===== config.mk =====
export PLATFORM = sky130hd
export DESIGN_NAME = l1d_evict_wr_adapter_flat
export DESIGN_NICKNAME = d
export VERILOG_FILES = /design/src/rtl/l1d_evict_wr_adapter_pkg.sv /design/src/rtl/l1d_evict_wr_adapter_if.sv /design/src/rtl/l1d_evict_wr_adapter_line_fifo.sv /design/src/rtl/l1d_evict_wr_adapter.sv /design/src/flat_wrapper.sv
export SDC_FILE = /design/constraint.sdc
export NUM_CORES = 2
export LEC_CHECK = 0
export ABC_AREA = 1
export CAP_MARGIN = 20
export CORE_MARGIN = 2
export CORE_UTILIZATION = 61
export DETAILED_ROUTE_END_ITERATION = 8
export DONT_BUFFER_PORTS = 1
export PLACE_DENSITY_LB_ADDON = 0.3
export SETUP_SLACK_MARGIN = 0.15
export SYNTH_ARGS = -nofsm -noshare
export SYNTH_HDL_FRONTEND = slang
export SYNTH_SLANG_ARGS = --single-unit

===== constraint.sdc =====
create_clock -name clk -period 63.5 [get_ports clk]
set_input_delay 9.525 -clock clk [delete_from_list [all_inputs] [get_ports clk]]
set_output_delay 9.525 -clock clk [all_outputs]
set_load 0.1 [all_outputs]

===== src/rtl/l1d_evict_wr_adapter_pkg.sv =====
// l1d_package: shared types and constants for the L1D evict write-data adapter
//   pack_data_flit       - outgoing CHI DAT flit (fields not driven by the adapter stay 0)
//   pack_evict_buf_entry - one buffered evicted line {id, data}
//   adp_state_e          - send FSM states
package l1d_package;
   localparam int L1D_MSHR_ID_WIDTH = 4;
   localparam int L1D_LINE_W        = 512;
   localparam int L1D_BEAT_W        = 256;
   localparam int L1D_TXNID_W       = 12;
   localparam logic [3:0] L1D_OPC_CBWRDATA = 4'h2;
   typedef enum logic [1:0] {ADP_IDLE, ADP_BEAT0, ADP_BEAT1} adp_state_e;
   typedef struct packed {
      logic [L1D_MSHR_ID_WIDTH-1:0] id;
      logic [L1D_LINE_W-1:0]        data;
   } pack_evict_buf_entry;
   typedef struct packed {
      logic [3:0]              qos;
      logic [10:0]             tgt_id;
      logic [10:0]             src_id;
      logic [L1D_TXNID_W-1:0]  txn_id;
      logic [10:0]             home_nid;
      logic [3:0]              opcode;
      logic [1:0]              resp_err;
      logic [2:0]              resp;
      logic [11:0]             dbid;
      logic [1:0]              ccid;
      logic [1:0]              data_id;
      logic [L1D_BEAT_W/8-1:0] be;
      logic [L1D_BEAT_W-1:0]   data;
   } pack_data_flit;
endpackage


===== src/rtl/l1d_evict_wr_adapter_if.sv =====
// l1d_evict_wr_adapter_if: evict capture, completion and TX DAT link signals of the write adapter
//   slave  - adapter view: takes evict_* and tx_dat_lcrdv, drives credits, completions and flits
//   master - environment view (evict decoder / MSHR / link receiver)
interface l1d_evict_wr_adapter_if;
   import l1d_package::*;
   logic                         evict_en;
   logic [L1D_MSHR_ID_WIDTH-1:0] evict_id;
   logic [L1D_LINE_W-1:0]        evict_dat;
   logic                         adp_crdv;
   logic                         evict_done_en;
   logic [L1D_MSHR_ID_WIDTH-1:0] evict_done_id;
   logic                         tx_dat_flitpend;
   logic                         tx_dat_flitv;
   pack_data_flit                tx_dat_flit;
   logic                         tx_dat_lcrdv;
   logic                         adp_err;
   modport slave (
      input  evict_en, evict_id, evict_dat, tx_dat_lcrdv,
      output adp_crdv, evict_done_en, evict_done_id, tx_dat_flitpend, tx_dat_flitv, tx_dat_flit, adp_err
   );
   modport master (
      output evict_en, evict_id, evict_dat, tx_dat_lcrdv,
      input  adp_crdv, evict_done_en, evict_done_id, tx_dat_flitpend, tx_dat_flitv, tx_dat_flit, adp_err
   );
endinterface


===== src/rtl/l1d_evict_wr_adapter_line_fifo.sv =====
// l1d_evict_line_fifo: circular buffer of evicted lines with occupancy count
//   clk, rst_n    - clock, asynchronous active-low reset
//   push, wdata   - enqueue at wr_ptr
//   pop, rdata    - dequeue at rd_ptr; rdata is the current head
//   cnt, cnt_nxt  - occupancy now and after this edge
//   full, empty   - occupancy flags
module l1d_evict_line_fifo
   import l1d_package::*;
#(
   parameter int DEPTH = 4
) (
   input  logic                        clk,
   input  logic                        rst_n,
   input  logic                        push,
   input  pack_evict_buf_entry         wdata,
   input  logic                        pop,
   output pack_evict_buf_entry         rdata,
   output logic [$clog2(DEPTH+1)-1:0]  cnt,
   output logic [$clog2(DEPTH+1)-1:0]  cnt_nxt,
   output logic                        full,
   output logic                        empty
);
   localparam int CW = $clog2(DEPTH + 1);
   localparam int PW = DEPTH > 1 ? $clog2(DEPTH) : 1;
   pack_evict_buf_entry mem [DEPTH];
   logic [PW-1:0] wr_ptr, rd_ptr;
   // explicit wrap so non-power-of-two depths stay modulo DEPTH
   function automatic logic [PW-1:0] nxt(input logic [PW-1:0] p);
      return p == PW'(DEPTH - 1) ? '0 : p + 1'b1;
   endfunction
   assign rdata   = mem[rd_ptr];
   assign full    = cnt == CW'(DEPTH);
   assign empty   = cnt == '0;
   assign cnt_nxt = cnt + CW'(push) - CW'(pop);
   always_ff @(posedge clk)
      if (push) mem[wr_ptr] <= wdata;
   always_ff @(posedge clk or negedge rst_n)
      if (!rst_n) begin
         wr_ptr <= '0;
         rd_ptr <= '0;
         cnt    <= '0;
      end else begin
         if (push) wr_ptr <= nxt(wr_ptr);
         if (pop) rd_ptr <= nxt(rd_ptr);
         cnt <= cnt_nxt;
      end
endmodule


===== src/rtl/l1d_evict_wr_adapter.sv =====
// l1d_evict_wr_adapter: buffers evicted dirty lines and sends each as two CHI TX DAT flits under link credits
//   clk, rst_n      - clock, asynchronous active-low reset
//   bus (slave)     - evict_en/id/dat in; adp_crdv, evict_done_en/id, tx_dat_flitpend/flitv/flit out;
//                     tx_dat_lcrdv in; adp_err out
//   Optional: define L1D_WR_ADP_ERR_CHK_EN for the sticky adp_err overflow checks (else adp_err = 0).
module l1d_evict_wr_adapter
   import l1d_package::*;
#(
   parameter int BUF_DEPTH = 4,
   parameter int LINE_W    = 512,
   parameter int BEAT_W    = 256,
   parameter int LCRD_MAX  = 15
) (
   input logic                   clk,
   input logic                   rst_n,
   l1d_evict_wr_adapter_if.slave bus
);
   localparam int CW = $clog2(BUF_DEPTH + 1);
   localparam int LW = $clog2(LCRD_MAX + 1);
   localparam logic [LW-1:0] LMAX = LW'(LCRD_MAX);
   adp_state_e                   state, state_nxt;
   logic [LW-1:0]                lcrd_cnt;
   logic [CW-1:0]                cnt, cnt_nxt;
   logic                         full, empty, push, pop, send, lcrd_ovf, lcrd_inc, dq;
   logic [L1D_MSHR_ID_WIDTH-1:0] dq_id;
   pack_evict_buf_entry          wr_ent, head;
   pack_data_flit                flit_d;

   assign wr_ent = '{id: bus.evict_id, data: bus.evict_dat};
   // a write into a full buffer is dropped so the pointers never overrun
   assign push = bus.evict_en && !full;

   l1d_evict_line_fifo #(.DEPTH(BUF_DEPTH)) u_fifo (
      .clk(clk), .rst_n(rst_n), .push(push), .wdata(wr_ent), .pop(pop), .rdata(head),
      .cnt(cnt), .cnt_nxt(cnt_nxt), .full(full), .empty(empty)
   );

   // IDLE with a line waiting sends beat0 directly, giving the two-cycle evict-to-flit latency
   assign send = lcrd_cnt != '0 && (state != ADP_IDLE || !empty);
   assign pop  = send && state == ADP_BEAT1;
   assign state_nxt = send ? (state != ADP_BEAT1 ? ADP_BEAT1 : |cnt[CW-1:1] ? ADP_BEAT0 : ADP_IDLE)
                           : (state == ADP_IDLE && !empty ? ADP_BEAT0 : state);
   // a credit arriving at the ceiling is absorbed unless a flit consumes one in the same cycle
   assign lcrd_ovf = bus.tx_dat_lcrdv && lcrd_cnt == LMAX;
   assign lcrd_inc = bus.tx_dat_lcrdv && (!lcrd_ovf || send);

   always_comb begin
      flit_d = '0;
      flit_d.opcode = L1D_OPC_CBWRDATA;
      flit_d.txn_id[L1D_MSHR_ID_WIDTH-1:0] = head.id;
      flit_d.data_id = state == ADP_BEAT1 ? 2'b10 : 2'b00;
      flit_d.data = state == ADP_BEAT1 ? head.data[LINE_W-1:BEAT_W] : head.data[BEAT_W-1:0];
   end

   // dq/dq_id stage the dequeue so the credit and completion appear one cycle after beat1
   always_ff @(posedge clk or negedge rst_n)
      if (!rst_n) begin
         state                <= ADP_IDLE;
         lcrd_cnt             <= '0;
         dq                   <= 1'b0;
         dq_id                <= '0;
         bus.tx_dat_flitv     <= 1'b0;
         bus.tx_dat_flit      <= '0;
         bus.tx_dat_flitpend  <= 1'b0;
         bus.adp_crdv         <= 1'b0;
         bus.evict_done_en    <= 1'b0;
         bus.evict_done_id    <= '0;
      end else begin
         state                <= state_nxt;
         lcrd_cnt             <= lcrd_cnt + LW'(lcrd_inc) - LW'(send);
         dq                   <= pop;
         dq_id                <= head.id;
         bus.tx_dat_flitv     <= send;
         bus.tx_dat_flit      <= send ? flit_d : '0;
         bus.tx_dat_flitpend  <= cnt_nxt != '0;
         bus.adp_crdv         <= dq;
         bus.evict_done_en    <= dq;
         bus.evict_done_id    <= dq ? dq_id : '0;
      end

`ifdef L1D_WR_ADP_ERR_CHK_EN
   logic err;
   always_ff @(posedge clk or negedge rst_n)
      if (!rst_n) err <= 1'b0;
      else if ((bus.evict_en && full) || lcrd_ovf) err <= 1'b1;
   assign bus.adp_err = err;
`else
   assign bus.adp_err = 1'b0;
`endif
endmodule

===== src/flat_wrapper.sv =====
// flat-port wrapper written by rule: the top's interface ports become plain ports
module l1d_evict_wr_adapter_flat import l1d_package::*;
#(
   parameter int BUF_DEPTH = 4,
   parameter int LINE_W    = 512,
   parameter int BEAT_W    = 256,
   parameter int LCRD_MAX  = 15
)
  (clk, rst_n, bus_evict_en, bus_evict_id, bus_evict_dat, bus_tx_dat_lcrdv, bus_adp_crdv, bus_evict_done_en, bus_evict_done_id, bus_tx_dat_flitpend, bus_tx_dat_flitv, bus_tx_dat_flit, bus_adp_err);
  l1d_evict_wr_adapter_if bus_i ();
  input logic clk;
  input logic rst_n;
  input wire logic [$bits(bus_i.evict_en)-1:0] bus_evict_en;
  input wire logic [$bits(bus_i.evict_id)-1:0] bus_evict_id;
  input wire logic [$bits(bus_i.evict_dat)-1:0] bus_evict_dat;
  input wire logic [$bits(bus_i.tx_dat_lcrdv)-1:0] bus_tx_dat_lcrdv;
  output wire logic [$bits(bus_i.adp_crdv)-1:0] bus_adp_crdv;
  output wire logic [$bits(bus_i.evict_done_en)-1:0] bus_evict_done_en;
  output wire logic [$bits(bus_i.evict_done_id)-1:0] bus_evict_done_id;
  output wire logic [$bits(bus_i.tx_dat_flitpend)-1:0] bus_tx_dat_flitpend;
  output wire logic [$bits(bus_i.tx_dat_flitv)-1:0] bus_tx_dat_flitv;
  output wire logic [$bits(bus_i.tx_dat_flit)-1:0] bus_tx_dat_flit;
  output wire logic [$bits(bus_i.adp_err)-1:0] bus_adp_err;
  assign bus_i.evict_en = bus_evict_en;
  assign bus_i.evict_id = bus_evict_id;
  assign bus_i.evict_dat = bus_evict_dat;
  assign bus_i.tx_dat_lcrdv = bus_tx_dat_lcrdv;
  assign bus_adp_crdv = bus_i.adp_crdv;
  assign bus_evict_done_en = bus_i.evict_done_en;
  assign bus_evict_done_id = bus_i.evict_done_id;
  assign bus_tx_dat_flitpend = bus_i.tx_dat_flitpend;
  assign bus_tx_dat_flitv = bus_i.tx_dat_flitv;
  assign bus_tx_dat_flit = bus_i.tx_dat_flit;
  assign bus_adp_err = bus_i.adp_err;
  l1d_evict_wr_adapter #(.BUF_DEPTH(BUF_DEPTH), .LINE_W(LINE_W), .BEAT_W(BEAT_W), .LCRD_MAX(LCRD_MAX)) u_core (.clk(clk), .rst_n(rst_n), .bus(bus_i));
endmodule

* Word level (Yosys, flattened, before mapping) *
Memory sizes are Yosys's and may differ from the RTL's.
Cells that the tools add are included.

storage, ports and cells
  output and inout port bits = 371
  bits in registers = 387
  word-level logic and storage cells = 67
  memories = 1
  input port bits = 520
  bits in writable memories = 2064

operators by class
  equality and inequality tests = 6
  multiplexer cells = 12
  add/sub/neg operators = 6
  reductions and logical operators = 18

memories
  name               words  width  rd ports  clocked after Yosys merged registers in  wr ports  line                                  RTL
  u_core.u_fifo.mem  4      516    1         0                                        1         l1d_evict_wr_adapter_line_fifo.sv:25  pack_evict_buf_entry mem [DEPTH];

operators by type and width
  operator                                                       number
  328-bit 2-to-1 mux                                             1
  256-bit 2-to-1 mux                                             1
  2-bit 2-to-1 mux                                               6
  2-bit equality test, second input constant                     3
  1-bit logical AND                                              6
  2-bit by 1-bit adder with 2-bit output, second input constant  2
  4-bit by 1-bit adder with 4-bit output                         1
  4-bit equality test, second input constant                     1
  4-bit 2-to-1 mux                                               1
  2-bit nonzero test                                             2
  4-bit nonzero test                                             1
  4-bit by 1-bit subtractor with 4-bit output                    1
  3-bit by 1-bit adder with 3-bit output                         1
  3-bit equality test, second input constant                     1
  1-bit zero test                                                3
  3-bit zero test                                                1
  1-bit 2-to-1 mux                                               3
  3-bit nonzero test                                             1
  3-bit by 1-bit subtractor with 3-bit output                    1
  2-bit zero test                                                1
  1-bit logical OR                                               2
  2-bit != test, second input constant                           1
  2-bit OR reduction                                             1

* Logic depth before layout (Yosys ltp) *
  depth after elaboration = 8
  mapped depth = 12
  gate-level depth less buffers = 11

* By module *
A second synthesis with hierarchy kept.

unflattened totals
  cell total of the unflattened synthesis = 9437
  area, all modules = 98857.3 um^2

modules (own cells, without submodules)
  module                cells an instance  sequential area each (um^2)  area an instance (um^2)  times used
  l1d_evict_line_fifo   8136               62154.6                      86763.2                  1
  l1d_evict_wr_adapter  1301               6956.7                       12094.1                  1

* Least setup slack after synthesis *
OpenSTA, ideal clock, no wires.

  path type = input to register
  start = input bus_evict_en
  end = memory u_core.u_fifo.mem[0][0] (netlist name), enable pin
  path slack = 31.038 ns
  required time = 62.090 ns
  arrival = 31.052 ns
  stages = 2
  path buffers = 0
  library setup time = 1.410 ns
  cell sequence = nand2_1 -> nor2_1

between the ends
  word-level cells in the longest chain between the ends = 3

ends and longest elaborated chain
  item                                    line                                  RTL
  start: declaration                      flat_wrapper.sv:13                    input wire logic [$bits(bus_i.evict_en)-1:0] bus_evict_en;
  1-bit logical AND                       l1d_evict_wr_adapter.sv:31            assign push = bus.evict_en && !full;
  1-bit 2-to-1 mux                        l1d_evict_wr_adapter_line_fifo.sv:36  if (push) mem[wr_ptr] <= wdata;
  1-bit 2-to-1 mux (not written as such)  l1d_evict_wr_adapter_line_fifo.sv:36
  end: declaration                        l1d_evict_wr_adapter_line_fifo.sv:25

No other way between the ends.

* Worst setup path in the final report *
  start = input bus_evict_en
  end = memory u_core.u_fifo.mem[3][365] (netlist name), enable pin

Same word-level chain as after synthesis.

==> impl_metrics.tcl <==
set metrics [dict create \
    fin_crit_ns 12.80 \
    num-fill-cells 10293 \
    setup_violations 0 \
    row_count 143 \
    drtPass1Iterations 6 \
    pwr-share-clk 0.232 \
    hold_buffers 0 \
    ys_seq_area_frac 0.745 \
    fin_skew_ns 0.0591 \
    synth_seq_cells 2349 \
    avgSynthCellArea_um2 12.2 \
    drt_iter0_markers 5306 \
    critPathKind "in -> reg" \
    start_kind "primary input" \
    critPathLaunch "bus_evict_en" \
    yosys.cell_types.count 30 \
    regArea_um2 69100 \
    critPathArrivalTime_ns 13.21 \
    start_util 0.612 \
    dpl_cell_area_um2 93300 \
    die_h_um 394 \
    ioPinCount 891 \
    p_int_w 0.00323 \
    cts_setup_buffers 0 \
    holdWs_ns 0.442 \
    tritoncts "yes" \
    min_from "u_core.dq_id[2]" \
    avgViaCountPerCell 5.69 \
    worst_slew_margin_rel 0.153 \
    power_density_nw_per_um2 56.5 \
    fin_crit_sh 0.202 \
    cp_max_fo 130 \
    slowest_stage "buf_4" \
    gp_congestion 0.796 \
    power_frac_comb 0.275 \
    rr_startpoint "u_core.u_fifo.rd_ptr[1]" \
    path_clk_slew_ns 0.06 \
    netlist_area_um2 92700 \
    yosys_warnings 0 \
    cts.path.max_buffers 3 \
    cts_buffers 217 \
    cp.required_ns 63.91 \
    overflow 0 \
    multi_input_area_um2 20800 \
    fp.dieW_um 394 \
    status "complete, no violations" \
    core_um2 151000 \
    cts.repair.resized 0 \
    drcViolationCount 0 \
    clock_sinks 2349 \
    antenna_violating_nets_post_route 0 \
    dr_total_vias 55090 \
    h-tree-depth 4 \
    grt_pass1_wl_um 321000 \
    synthCells 7607 \
    slowest_delay_ns 0.85 \
    reg2reg_setup_slack_ns 58.07 \
    hold_violations 0 \
    fin_area_um2 101000 \
    crit_chain "nand2_1 -> nor2_4 -> buf_12 -> buf_4 -> buf_4" \
    cpLargestDelayFamily "buffers and inverters" \
    post_drt_wl_per_cell_um 22.3 \
    drive_above_1_share 0.0570 \
    drt_wl_total_um 216000 \
    final_max_slew_viol_count 0 \
    layout.nets 7993 \
    area_growth_pct 8.65 \
    grt_usage 0.273 \
    swShare 0.433 \
    power.total_w 0.00569 \
    fin_util 0.665 \
    pwr-share-seq 0.492 \
    crit_top_cell "buf_4" \
    min_path_type "reg -> reg" \
    p_leak_nw 37.7 \
    path_buf_inv 3 \
    first_global_vias 52955 \
    antenna_found_initial 17 \
    hpwl_um 120000 \
    worst_slew_pin_slew_ns 1.27 \
    portBuffers 0 \
    die-area_um2 155000 \
    final.setup.tns_ns 0 \
    rsz0062_at_grt "false" \
    worstSkewPairLatency_ns 0.85 \
    drv_cap 0 \
    ir_worst_vdd_mv 0.0489 \
    fmaxAchievable_mhz 78.1 \
    p_switching_w 0.00246 \
    cp-end-kind "flip-flop" \
    grt_max_degree 286 \
    root_buffer "clkbuf_16" \
]
==> per-stage QoR <==
stage / std cells / setup WS, ns
floorplan: 7707 / 31.04
global placement: 9266 / 49.85
detailed placement: 9266 / 49.85
CTS: 9678 / 50.74
global route: 9684 / 50.54
finish: 9688 / 50.70
==> power by group through the flow <==
| stage | clock network [W] | logic (W) | registers [W] |
|---|---|---|---|
| 3_3_place_gp | 0 | 0.00153 | 0.00282 |
| 4_1_cts | 0.00133 | 0.00157 | 0.00280 |
| 3_5_place_dp | 0 | 0.00155 | 0.00283 |
| 6_report | 0.00132 | 0.00157 | 0.00280 |
| 2_1_floorplan | 0 | 0.00112 | 0.00304 |
| 5_1_grt | 0.00140 | 0.00173 | 0.00282 |
==> routing by layer <==
metal  vias to the layer above  track usage  wire length [um]
li1                      25291            -                 -
met1                     26844        0.351             80900
met2                      2550        0.432            103000
met3                       399       0.0859             22700
met4                         6        0.120              9320
met5                         -            0                32
==> sequential cells by signal, indices dropped and copies added, names as in the netlist <==
register	count
u_core.bus.evict_done_id	4
u_core.u_fifo.rd_ptr	2
u_core.bus.tx_dat_flitv	1
u_core.u_fifo.wr_ptr	2
u_core.bus.tx_dat_flitpend	1
u_core.lcrd_cnt	4
u_core.u_fifo.mem	2064
u_core.state	2
u_core.u_fifo.cnt	3
u_core.bus.tx_dat_flit	261
u_core.dq_id	4
u_core.bus.adp_crdv	1
==> cell usage after synthesis <==
cell / n / share of area
dfrtp_1: 285 / 0.077
o31ai_1: 1 / 0.000081
nand2_1: 2072 / 0.084
nor2_1: 1044 / 0.042
o21ai_0: 6 / 0.00032
o21ai_1: 4 / 0.00022
clkbuf_1: 62 / 0.0025
ha_1: 14 / 0.0019
fa_1: 2 / 0.00043
buf_6: 11 / 0.0013
inv_1: 24 / 0.00097
inv_2: 4 / 0.00016
xnor2_1: 3 / 0.00028
edfxtp_1: 2064 / 0.67
a21oi_1: 9 / 0.00049
o21a_1: 1 / 0.000081
nand3_2: 1 / 0.00011
inv_4: 1 / 0.000068
buf_4: 190 / 0.015
buf_2: 209 / 0.011
or2_2: 14 / 0.00094
buf_1: 41 / 0.0017
clkbuf_2: 19 / 0.0010
or3_1: 1 / 0.000068
nand4_1: 1 / 0.000068
or2_0: 14 / 0.00094
conb_1: 1 / 0.000040
nand3_1: 1026 / 0.055
or2_1: 482 / 0.033
nor2_4: 1 / 0.00012
==> cell families after synthesis <==
family | synth area share
flip-flops | 0.745
XOR/XNOR | 0.000283
other | 0.0000404
buffers and inverters | 0.0344
adder cells (fa/ha/maj) | 0.00232
AND/OR/NAND/NOR | 0.216
AO/OA/AOI/OAI | 0.00119
==> final cells by class <==
cell class | instances | share of cell area
timing repair buffer | 63 | 0.00683
tap | 2030 | 0.0252
clock inverter | 114 | 0.0126
antenna | 8 | 0.000199
multi-input combinational | 4797 | 0.207
sequential | 2349 | 0.686
clock buffer | 298 | 0.0608
inverter | 29 | 0.00132
==> cell usage in the layout (no fill, tap or decap), types with 8 or more instances in the layout <==
master / n
clkbuf_1: 48
buf_12: 14
nand3_1: 1026
edfxtp_1: 2064
dfrtp_1: 281
a21oi_1: 9
clkbuf_16: 222
ha_1: 14
or2_0: 14
conb_1: 101
clkbuf_8: 28
nor2_1: 1040
clkinv_1: 21
inv_1: 24
buf_4: 47
bufinv_16: 20
diode_2: 8
clkinv_2: 41
or2_1: 482
or2_2: 14
nand2_1: 2071
==> worst min-delay path, stage by stage (launching register included) <==
cell and delay (ns):
dfrtp_1 0.34, nand2_1 0.05, inv_1 0.05
==> worst paths after layout <==
kind / endpoint / cells after the start
hold reg to reg: u_core.bus.evict_done_id[2] / 2
min in group asynchronous: u_core.bus.tx_dat_flit[84] / 0
setup reg to reg: u_core.bus.tx_dat_flit[66] / 7
hold / removal: u_core.bus.evict_done_id[2] / 2
max in group asynchronous: u_core.u_fifo.rd_ptr[0] / 0
setup / recovery: u_core.u_fifo.mem[3][365] / 5
Power figures use the tool's default switching activity.
